$ cat src/rtl/led_pattern_gen_pkg.sv
// Shared encodings for the LED pattern sequencer (package led_pkg).
// Build option LED_DIM_EN enables PWM dimming.
package led_pkg;

    typedef enum logic [1:0] {
        MODE_ROT_L  = 2'b00,
        MODE_ROT_R  = 2'b01,
        MODE_BOUNCE = 2'b10,
        MODE_BLINK  = 2'b11
    } mode_e;

    typedef enum logic {
        DIR_UP   = 1'b0,
        DIR_DOWN = 1'b1
    } dir_e;

    localparam int PWM_W = 4;

endpackage

$ cat src/rtl/led_pattern_gen_if.sv
// Control/LED bundle for led_pattern_gen; brightness exists only
// when LED_DIM_EN is defined.
interface led_pattern_gen_if #(
    parameter int NUM_LEDS = 4,
    parameter int CNT_W    = 25
);
    import led_pkg::*;

    logic                en;
    logic [1:0]          mode;
    logic [CNT_W-1:0]    period;
    logic                period_load;
    logic [NUM_LEDS-1:0] led;
    logic                step;
`ifdef LED_DIM_EN
    logic [PWM_W-1:0]    brightness;
`endif

    modport master (
`ifdef LED_DIM_EN
        output brightness,
`endif
        output en, mode, period, period_load,
        input  led, step
    );

    modport slave (
`ifdef LED_DIM_EN
        input  brightness,
`endif
        input  en, mode, period, period_load,
        output led, step
    );

endinterface

$ cat src/rtl/led_step_timer.sv
// Programmable period counter; raises step_evt (combinational) in the
// cycle the count reaches period_r-1 while enabled.
module led_step_timer
    import led_pkg::*;
#(
    parameter int          CNT_W      = 25,
    parameter int unsigned DEF_PERIOD = 25000000
) (
    input  logic             clk,
    input  logic             rst,
    input  logic             en,
    input  logic [CNT_W-1:0] period,
    input  logic             period_load,
    output logic             step_evt
);

    localparam logic [CNT_W-1:0] DEF_P = CNT_W'(DEF_PERIOD);
    localparam logic [CNT_W-1:0] ONE   = CNT_W'(1);

    logic [CNT_W-1:0] cnt_q, cnt_d;
    logic [CNT_W-1:0] period_r_q, period_r_d;

    // A load wins over counting and swallows any step due that cycle.
    always_comb begin
        cnt_d      = cnt_q;
        period_r_d = period_r_q;
        step_evt   = 1'b0;
        if (period_load) begin
            period_r_d = (period == '0) ? ONE : period;
            cnt_d      = '0;
        end else if (en) begin
            if (cnt_q == period_r_q - ONE) begin
                cnt_d    = '0;
                step_evt = 1'b1;
            end else begin
                cnt_d = cnt_q + ONE;
            end
        end
    end

    always_ff @(posedge clk) begin
        if (rst) begin
            cnt_q      <= '0;
            period_r_q <= DEF_P;
        end else begin
            cnt_q      <= cnt_d;
            period_r_q <= period_r_d;
        end
    end

endmodule

$ cat src/rtl/led_pattern_gen.sv
// LED pattern sequencer: rotate-left/right, bounce, blink-all.
// Define LED_DIM_EN to add 4-bit PWM brightness on the led output.
module led_pattern_gen
    import led_pkg::*;
#(
    parameter int          NUM_LEDS   = 4,
    parameter int          CNT_W      = 25,
    parameter int unsigned DEF_PERIOD = 25000000
) (
    input  logic               clk,
    input  logic               rst,
    led_pattern_gen_if.slave   bus
);

    localparam logic [NUM_LEDS-1:0] ONE_HOT = NUM_LEDS'(1);

    logic                step_evt;
    logic [NUM_LEDS-1:0] led_q, led_d;
    dir_e                dir_q, dir_d;
    mode_e               mode_r_q, mode_r_d;
    mode_e               mode_in;
    logic                step_q, step_d;

    led_step_timer #(
        .CNT_W      (CNT_W),
        .DEF_PERIOD (DEF_PERIOD)
    ) u_timer (
        .clk         (clk),
        .rst         (rst),
        .en          (bus.en),
        .period      (bus.period),
        .period_load (bus.period_load),
        .step_evt    (step_evt)
    );

    // Mode is only looked at on a step; a change restarts from the init pattern.
    always_comb begin
        led_d    = led_q;
        dir_d    = dir_q;
        mode_r_d = mode_r_q;
        step_d   = step_evt;
        mode_in  = mode_e'(bus.mode);
        if (step_evt) begin
            if (mode_in != mode_r_q) begin
                mode_r_d = mode_in;
                dir_d    = DIR_UP;
                led_d    = (mode_in == MODE_BLINK) ? '1 : ONE_HOT;
            end else begin
                case (mode_r_q)
                    MODE_ROT_L:  led_d = {led_q[NUM_LEDS-2:0], led_q[NUM_LEDS-1]};
                    MODE_ROT_R:  led_d = {led_q[0], led_q[NUM_LEDS-1:1]};
                    MODE_BOUNCE: begin
                        // Flip direction as the lit bit lands on an end, so each end shows once.
                        if (dir_q == DIR_UP) begin
                            led_d = led_q << 1;
                            if (led_d[NUM_LEDS-1]) dir_d = DIR_DOWN;
                        end else begin
                            led_d = led_q >> 1;
                            if (led_d[0]) dir_d = DIR_UP;
                        end
                    end
                    MODE_BLINK:  led_d = ~led_q;
                    default:     led_d = led_q;
                endcase
            end
        end
    end

    always_ff @(posedge clk) begin
        if (rst) begin
            led_q    <= ONE_HOT;
            dir_q    <= DIR_UP;
            mode_r_q <= MODE_ROT_L;
            step_q   <= 1'b0;
        end else begin
            led_q    <= led_d;
            dir_q    <= dir_d;
            mode_r_q <= mode_r_d;
            step_q   <= step_d;
        end
    end

`ifdef LED_DIM_EN
    logic [PWM_W-1:0] pwm_cnt_q, pwm_cnt_d;

    assign pwm_cnt_d = pwm_cnt_q + PWM_W'(1);

    always_ff @(posedge clk) begin
        if (rst) pwm_cnt_q <= '0;
        else     pwm_cnt_q <= pwm_cnt_d;
    end

    assign bus.led = led_q & {NUM_LEDS{pwm_cnt_q < bus.brightness}};
`else
    assign bus.led = led_q;
`endif

    assign bus.step = step_q;

endmodule

$ cat src/flat_wrapper.sv
// flat-port wrapper written by rule: the top's interface ports become plain ports
module led_pattern_gen_flat import led_pkg::*;
#(
    parameter int          NUM_LEDS   = 4,
    parameter int          CNT_W      = 25,
    parameter int unsigned DEF_PERIOD = 25000000
)
  (clk, rst, bus_en, bus_mode, bus_period, bus_period_load, bus_led, bus_step);
  led_pattern_gen_if #(.NUM_LEDS(NUM_LEDS), .CNT_W(CNT_W)) bus_i ();
  input  logic clk;
  input  logic rst;
  input wire logic [$bits(bus_i.en)-1:0] bus_en;
  input wire logic [$bits(bus_i.mode)-1:0] bus_mode;
  input wire logic [$bits(bus_i.period)-1:0] bus_period;
  input wire logic [$bits(bus_i.period_load)-1:0] bus_period_load;
  output wire logic [$bits(bus_i.led)-1:0] bus_led;
  output wire logic [$bits(bus_i.step)-1:0] bus_step;
  assign bus_i.en = bus_en;
  assign bus_i.mode = bus_mode;
  assign bus_i.period = bus_period;
  assign bus_i.period_load = bus_period_load;
  assign bus_led = bus_i.led;
  assign bus_step = bus_i.step;
  led_pattern_gen #(.NUM_LEDS(NUM_LEDS), .CNT_W(CNT_W), .DEF_PERIOD(DEF_PERIOD)) u_core (.clk(clk), .rst(rst), .bus(bus_i));
endmodule
$ cat config.mk
export PLATFORM = sky130hd
export DESIGN_NAME = led_pattern_gen_flat
export DESIGN_NICKNAME = d
export VERILOG_FILES = /design/src/rtl/led_pattern_gen_pkg.sv /design/src/rtl/led_pattern_gen_if.sv /design/src/rtl/led_step_timer.sv /design/src/rtl/led_pattern_gen.sv /design/src/flat_wrapper.sv
export SDC_FILE = /design/constraint.sdc
export NUM_CORES = 1
export LEC_CHECK = 0
export CORE_ASPECT_RATIO = 1.25
export CORE_MARGIN = 4
export CORE_UTILIZATION = 57
export DETAILED_ROUTE_END_ITERATION = 6
export MAX_ROUTING_LAYER = met4
export PLACE_DENSITY = 0.8
export SETUP_SLACK_MARGIN = 0.15
export SLEW_MARGIN = 20
export SYNTH_ARGS = -nofsm -noshare
export SYNTH_HDL_FRONTEND = slang
export SYNTH_SLANG_ARGS = --single-unit
$ cat constraint.sdc
create_clock -name clk -period 3.74 [get_ports clk]
set_input_delay 0.748 -clock clk [delete_from_list [all_inputs] [get_ports clk]]
set_output_delay 0.748 -clock clk [all_outputs]
set_load 0.02 [all_outputs]
==> results by group, run 1 <==
GRT
  • GRT overflow: 0
  • Number of global-route vias before repair: 3042
  • Antenna violations before repair: 0
  • Total global-route track usage: 24.9%
  • Largest net degree at the start of global routing: 21
  • First-pass GRT wire length: 14.0 mm

Worst setup path
  • R2R depth: 11
  • Critical path's slowest cell: or3b_2
  • Crit start category: flip-flop
  • Setup crit end kind: flip-flop
  • Worst Path Max Fanout: 20
  • Crit path cell chain: inv_1 -> ha_1 -> or3b_2 -> or4_1 -> o31ai_1 -> o22ai_1 -> nor4_1 -> o2111ai_1 -> o21ai_2 -> buf_12 -> nor2_1
  • Worst setup path class: flip-flop to flip-flop
  • WP data required: 3.97 ns
  • Crit path buffers/inverters: 2
  • FF-to-FF setup slack: 0.44 ns
  • CP Data Arrival Time: 3.52 ns
  • Crit path max-delay family: simple AND/OR/NAND/NOR gates
  • Critical Path Max Stage Delay: 0.52 ns
  • Critical R2R Launch: u_core.u_timer.period_r_q[0]
  • Reg2reg end: u_core.u_timer.cnt_q[17]

Routing
  • Detail Route Antenna Nets: 0
  • DR iter-0 viols: 146
  • Vias per std cell: ~6.2
  • Via count: 3161
  • Routed Wire Length: 8.49 mm
  • Wire per inst: 16.6 um
  • Residual DRC count: 0
  • First drt pass iteration count: 4

Floorplan
  • Die Ht: 94.8 um
  • I/O pin cnt: 36
  • Core Rows: 31
  • Die area: 0.00735 sq mm
  • Initial Utilization: 59.1%
  • Core area: between 0.005 and 0.006 sq mm
  • Die Width: 77.5 um

STA
  • Final period util: 88.2%
  • Fmax: a little over 300 MHz
  • Setup Viol. Count Final: 0
  • Slew Viols, Final: 0
  • Final TNS setup: 0 ns
  • Tightest Pin Transition: 0.924 ns
  • Clock skew: 0.00897 ns
  • Tmin final: 3.30 ns
  • Fin Hold WS: 0.516 ns
  • RSZ-0062 raised after global routing: false
  • Final Hold Vio Count: 0
  • Max-Slew Margin vs Limit: 38.2%

Synth
  • Yosys top cell area share: between 30% and 40%
  • Mapped Cells: 408
  • Synth area leaders: dfxtp_1, xnor2_1, xor2_1, nor2_1, mux2i_1
  • Area of the mapped netlist: about 0.0034 sq mm
  • Mapped Avg Cell Area: ~8.4 sq um
  • Sequential-to-total area share from yosys stat: approximately 34%
  • Yosys cell types: 56
  • #FFs+latches synth: 58
  • Ys async rst share: 0%
  • Largest area contributor in the netlist: dfxtp_1
  • Synth warn: 0
  • Dominant synthesized flop cell: dfxtp_1
  • Mapped Nets: 441
  • Most numerous cell in the Yosys netlist: dfxtp_1
  • Commonest cells post-synth: dfxtp_1, nor2_1, nand2_1, xnor2_1, xor2_1
  • Post-synth EDFFs: 0

Clock network
  • Setup bufs post-CTS: 0
  • CTS tree: built
  • Clock tree buffer depth: 2
  • Clk slew on worst S/H paths: 0.07 ns
  • Post-cts gate resize count: 0
  • CTS buffer count: 9
  • Clk sinks: 58
  • Skew-Pair Late Insertion Delay: 0.34 ns
  • Root Driver: clkbuf_8
  • # hold bufs at CTS: 0
  • H-tree depth: 3

Min path
  • WHS Endpoint: u_core.u_timer.period_r_q[24]
  • Hold wc startpoint: u_core.u_timer.period_r_q[24]
  • Hold path depth: 2
  • HP Class: flip-flop to flip-flop

Final layout
  • Fin cells: 510
  • Nets: 472
  • # diodes: 0
  • Area delta synth->final: 19.7%
  • Share of cells above drive strength 1: 8.56%

Pwr
  • Maximum vdd drop: 264 uV
  • LEAKAGE: 1.51 nW
  • PwrDens: 389 mW/mm^2

Run
  • Max-Cap Viols: 0

Place
  • DP HPWL: 6.48 mm
  • Placed cells: 494
  • Number of port buffers: 35
  • GPL Wtd Cong: 0.934

Run status
  • Status: finished clean
==> state kept, by name (all words and copies together) (netlist names) <==
signal                     flops
u_core.u_timer.cnt_q          25
u_core.u_timer.period_r_q     25
u_core.bus.led                 4
u_core.mode_r_q                2
u_core.bus.step                1
u_core.dir_q                   1
==> through the flow <==
stage               power [mW]  util (%)  cell area [sq um]  setup WS (ns)
global placement         0.840      66.1               3850          0.548
global route              1.66      70.7               4110          0.161
floorplan                0.773         -               3440          0.973
CTS                       1.61      70.7               4110          0.449
detailed placement       0.843      66.1               3850          0.481
finish                    1.60      70.7               4110          0.442
==> cells by family (layout without fill, tap and decap cells) <==
| group | count (synthesis) | in the layout | synth area share (%) |
|---|---|---|---|
| flip-flops | 58 | 58 | 33.8 |
| adder cells (fa/ha/maj) | 2 | 2 | 0.728 |
| AND/OR/NAND/NOR | 173 | 173 | 27.0 |
| AO/OA/AOI/OAI | 72 | 72 | 16.4 |
| multiplexers | 16 | 16 | 4.66 |
| XOR/XNOR | 53 | 53 | 13.5 |
| buffers and inverters | 34 | 70 | 3.89 |
==> how the worst max path moves through the flow <==
stage | startpoint | endpoint | cells past startpoint | slack [ns]
detailed placement | u_core.u_timer.period_r_q[0] | u_core.u_timer.cnt_q[17] | 11 | 0.48
global route | u_core.u_timer.period_r_q[4] | u_core.u_timer.cnt_q[11] | 9 | 0.16
global placement | u_core.u_timer.period_r_q[0] | u_core.mode_r_q[0] | 10 | 0.55
finish | u_core.u_timer.period_r_q[0] | u_core.u_timer.cnt_q[17] | 11 | 0.44
floorplan | u_core.u_timer.period_r_q[0] | u_core.mode_r_q[0] | 10 | 0.97
CTS | u_core.u_timer.period_r_q[0] | u_core.u_timer.cnt_q[17] | 11 | 0.45
==> layout make-up <==
cell class	count	area, sq um
flip-flops and latches	58	1160
repair buffers	42	415
fillers	481	1700
multi-input cells	316	2140
inverters	12	45.0
well taps	66	82.6
clock inverters	5	125
clock buffers	11	141
==> worst min-delay path, delay by kind of cell, from the launching register on <==
family	cells	cell delay [ns]
flip-flops	1	0.35
multiplexers	1	0.08
AND/OR/NAND/NOR	1	0.06
==> power breakdown <==
group | internal, mW | switching, mW | leakage (nW)
Combinational | 0.0825 | 0.0848 | 0.899
Clock | 0.527 | 0.239 | 0.134
Sequential | 0.635 | 0.0302 | 0.473
==> layout by cell type (no fill, tap or decap), drive strengths merged, types with 8 or more instances in the layout <==
master,n
nand3,12
clkbuf,11
o211ai,8
nor3,10
nor4,16
nand4,13
a22o,11
xor2,26
clkdlybuf4s50,35
nor2,47
inv,11
dfxtp,58
xnor2,27
a21oi,9
nand2,34
a31oi,8
mux2i,16
==> metal layers <==
layer / global-route usage, % / part of all wire [%]
met2: 39.8 / 47
met1: 29.8 / 45
met4: 13.1 / 2.6
met5: - / 0
met3: 4.87 / 5.1
Power figures use the tool's default switching activity.
==> run 2, diff against run 1 <==
--- a/config.mk
+++ b/config.mk
@@ -5,12 +5,15 @@
 export SDC_FILE = /design/constraint.sdc
 export NUM_CORES = 1
 export LEC_CHECK = 0
+export CELL_PAD_IN_SITES_DETAIL_PLACEMENT = 1
+export CELL_PAD_IN_SITES_GLOBAL_PLACEMENT = 1
 export CORE_ASPECT_RATIO = 1.25
 export CORE_MARGIN = 4
-export CORE_UTILIZATION = 57
+export CORE_UTILIZATION = 43
+export CTS_CLUSTER_SIZE = 28
 export DETAILED_ROUTE_END_ITERATION = 6
 export MAX_ROUTING_LAYER = met4
-export PLACE_DENSITY = 0.8
+export PLACE_DENSITY_LB_ADDON = 0.1
 export SETUP_SLACK_MARGIN = 0.15
 export SLEW_MARGIN = 20
 export SYNTH_ARGS = -nofsm -noshare
==> run 2 against run 1 <==
Global-route usage down 1.4 points. Highest routed layer unchanged. Sequential power fell by 0.6%. Die area up 29%. Routed wire length rose by 18%. Core utilization down 18 points. Critical endpoint is now u_core.u_timer.cnt_q[5].
==> results by group, run 2 (synthesis results as in run 1) <==
Final layout
  • # diodes: 0 (unchanged)
  • Nets: 479 (was 472)
  • Area delta synth->final: 19.4% (was 19.7%)
  • Most common cell after layout, fill and taps aside: dfxtp_1 (unchanged)
  • Finished Core Util: 52.7% (was 70.7%)
  • Commonest cells after routing, fill and taps aside: dfxtp_1, nor2_1, clkdlybuf4s50_1 (unchanged)
  • Share of cells above drive strength 1: 9.78% (was 8.56%)

Clock network
  • # hold bufs at CTS: 0 (unchanged)
  • H-tree depth: 3 (unchanged)
  • Root Driver: clkbuf_8 (unchanged)
  • CTS tree: built (unchanged)
  • Skew-Pair Late Insertion Delay: 0.34 ns (about the same)
  • Post-cts gate resize count: 0 (unchanged)
  • Clk sinks: 58 (unchanged)
  • Setup bufs post-CTS: 0 (unchanged)
  • Clock tree buffer depth: 2 (unchanged)
  • Clk slew on worst S/H paths: 0.06 ns (was 0.07 ns)
  • CTS buffer count: 9 (unchanged)

Floorplan
  • Initial Utilization: 44.1% (was 59.1%)
  • Die Width: 88.0 um (was 77.5 um)
  • Die area: 0.00950 sq mm (was 0.00735 sq mm)
  • Core area: 0.00779 sq mm (was 0.00582 sq mm)
  • I/O pin cnt: 36 (unchanged)
  • Die Ht: 108 um (was 94.8 um)
  • Core Rows: 36 (was 31)

Worst setup path
  • Crit path max-delay family: simple AND/OR/NAND/NOR gates (unchanged)
  • Critical path's slowest cell: or3b_2 (unchanged)
  • Critical Path Max Stage Delay: 0.53 ns (was 0.52 ns)
  • Worst Path Max Fanout: 20 (unchanged)
  • Setup crit end kind: flip-flop (unchanged)
  • CP Data Arrival Time: 3.61 ns (was 3.52 ns)
  • Crit path cell chain: inv_1 -> ha_1 -> or3b_2 -> or4_1 -> o31ai_1 -> o22ai_1 -> nor4_1 -> o2111ai_1 -> o21ai_2 -> buf_12 -> nor2_1 (unchanged)
  • Worst setup path class: flip-flop to flip-flop (unchanged)
  • Crit path buffers/inverters: 2 (unchanged)
  • Crit start category: flip-flop (unchanged)
  • WP data required: 3.97 ns (about the same)

Routing
  • Detail Route Antenna Nets: 0 (unchanged)
  • First drt pass iteration count: 4 (unchanged)
  • Routed Wire Length: 10.0 mm (was 8.49 mm)
  • DR iter-0 viols: 170 (was 146)
  • Wire per inst: 18.4 um (was 16.6 um)
  • Residual DRC count: 0 (unchanged)
  • Via count: 3180 (was 3161)
  • Vias per std cell: 5.83 (was 6.20)

Pwr
  • Maximum vdd drop: 225 uV (was 264 uV)
  • LEAKAGE: 1.50 nW (was 1.51 nW)
  • Overall Power: 1.36 mW (was 1.60 mW)
  • PwrDens: 332 mW/mm^2 (was 389 mW/mm^2)

STA
  • Tightest Pin Transition: 0.956 ns (was 0.924 ns)
  • Max-Slew Margin vs Limit: 36.0% (was 38.2%)
  • Fmax: 296 MHz (was 303 MHz)
  • RSZ-0062 raised after global routing: false (unchanged)
  • Fin Hold WS: 0.567 ns (was 0.516 ns)
  • Clock skew: 0.00867 ns (was 0.00897 ns)
  • Setup Viol. Count Final: 0 (unchanged)
  • Final TNS setup: 0 ns (unchanged)
  • Tmin final: 3.38 ns (was 3.30 ns)
  • Final period util: 90.3% (was 88.2%)
  • Slew Viols, Final: 0 (unchanged)
  • Final Hold Vio Count: 0 (unchanged)

GRT
  • First-pass GRT wire length: 16.9 mm (was 14.0 mm)
  • Antenna violations before repair: 0 (unchanged)
  • Number of global-route vias before repair: 3429 (was 3042)
  • Total global-route track usage: 23.5% (was 24.9%)
  • Largest net degree at the start of global routing: 21 (unchanged)
  • GRT overflow: 0 (unchanged)

Run status
  • Status: finished clean (unchanged)

Place
  • DP HPWL: 7.90 mm (was 6.48 mm)
  • GPL Wtd Cong: 0.939 (was 0.934)
  • Number of port buffers: 35 (unchanged)

Min path
  • HP Class: flip-flop to flip-flop (unchanged)

Run
  • Max-Cap Viols: 0 (unchanged)
run 2: per-layer routing:
layer | global-route usage (%) | wire [um] | vias up
li1 | - | - | 1571
met1 | 27.1 | 4460 | 1538
met3 | 4.88 | 299 | 17
met2 | 40.3 | 5060 | 54
met4 | 7.79 | 225 | 0
met5 | - | 0 | -
run 2: report_power, final:
part / internal, mW / switching, mW
sequential: 0.635 / 0.0264
combinational: 0.0881 / 0.0950
clock: 0.269 / 0.248
total: 0.993 / 0.369
run 2: final timing paths:
path	startpoint	end	slack, ns	cells after the start
max	u_core.u_timer.period_r_q[0]	u_core.u_timer.cnt_q[5]	0.36	11
min reg2reg	u_core.u_timer.cnt_q[24]	u_core.u_timer.cnt_q[24]	0.57	2
max reg2reg	u_core.u_timer.period_r_q[0]	u_core.u_timer.cnt_q[5]	0.36	11
min	u_core.u_timer.cnt_q[24]	u_core.u_timer.cnt_q[24]	0.57	2
run 2: cell type report:
class	count	area (sq um)
Clock inverter	3	15.0
Inverter	12	45.0
Multi-Input combinational cell	316	2140
Fill cell	960	3690
Clock buffer	12	155
Timing Repair Buffer	49	468
Tap cell	95	119
Sequential cell	58	1160
run 2: stage by stage:
stage	area (sq um)	setup WS, ns	std cells
floorplan	3440	0.973	408
global placement	3940	0.589	530
detailed placement	3940	0.375	530
CTS	4110	0.363	545
global route	4110	0.156	545
finish	4110	0.362	545
run 2: worst reg2reg max path, stage by stage, from the launching register on:
cell and delay (ns):
dfxtp_1 0.36, inv_1 0.08, ha_1 0.23, or3b_2 0.53, or4_1 0.50, o31ai_1 0.09
o22ai_1 0.12, nor4_1 0.27, o2111ai_1 0.39, o21ai_2 0.44, buf_12 0.21, nor2_1 0.07
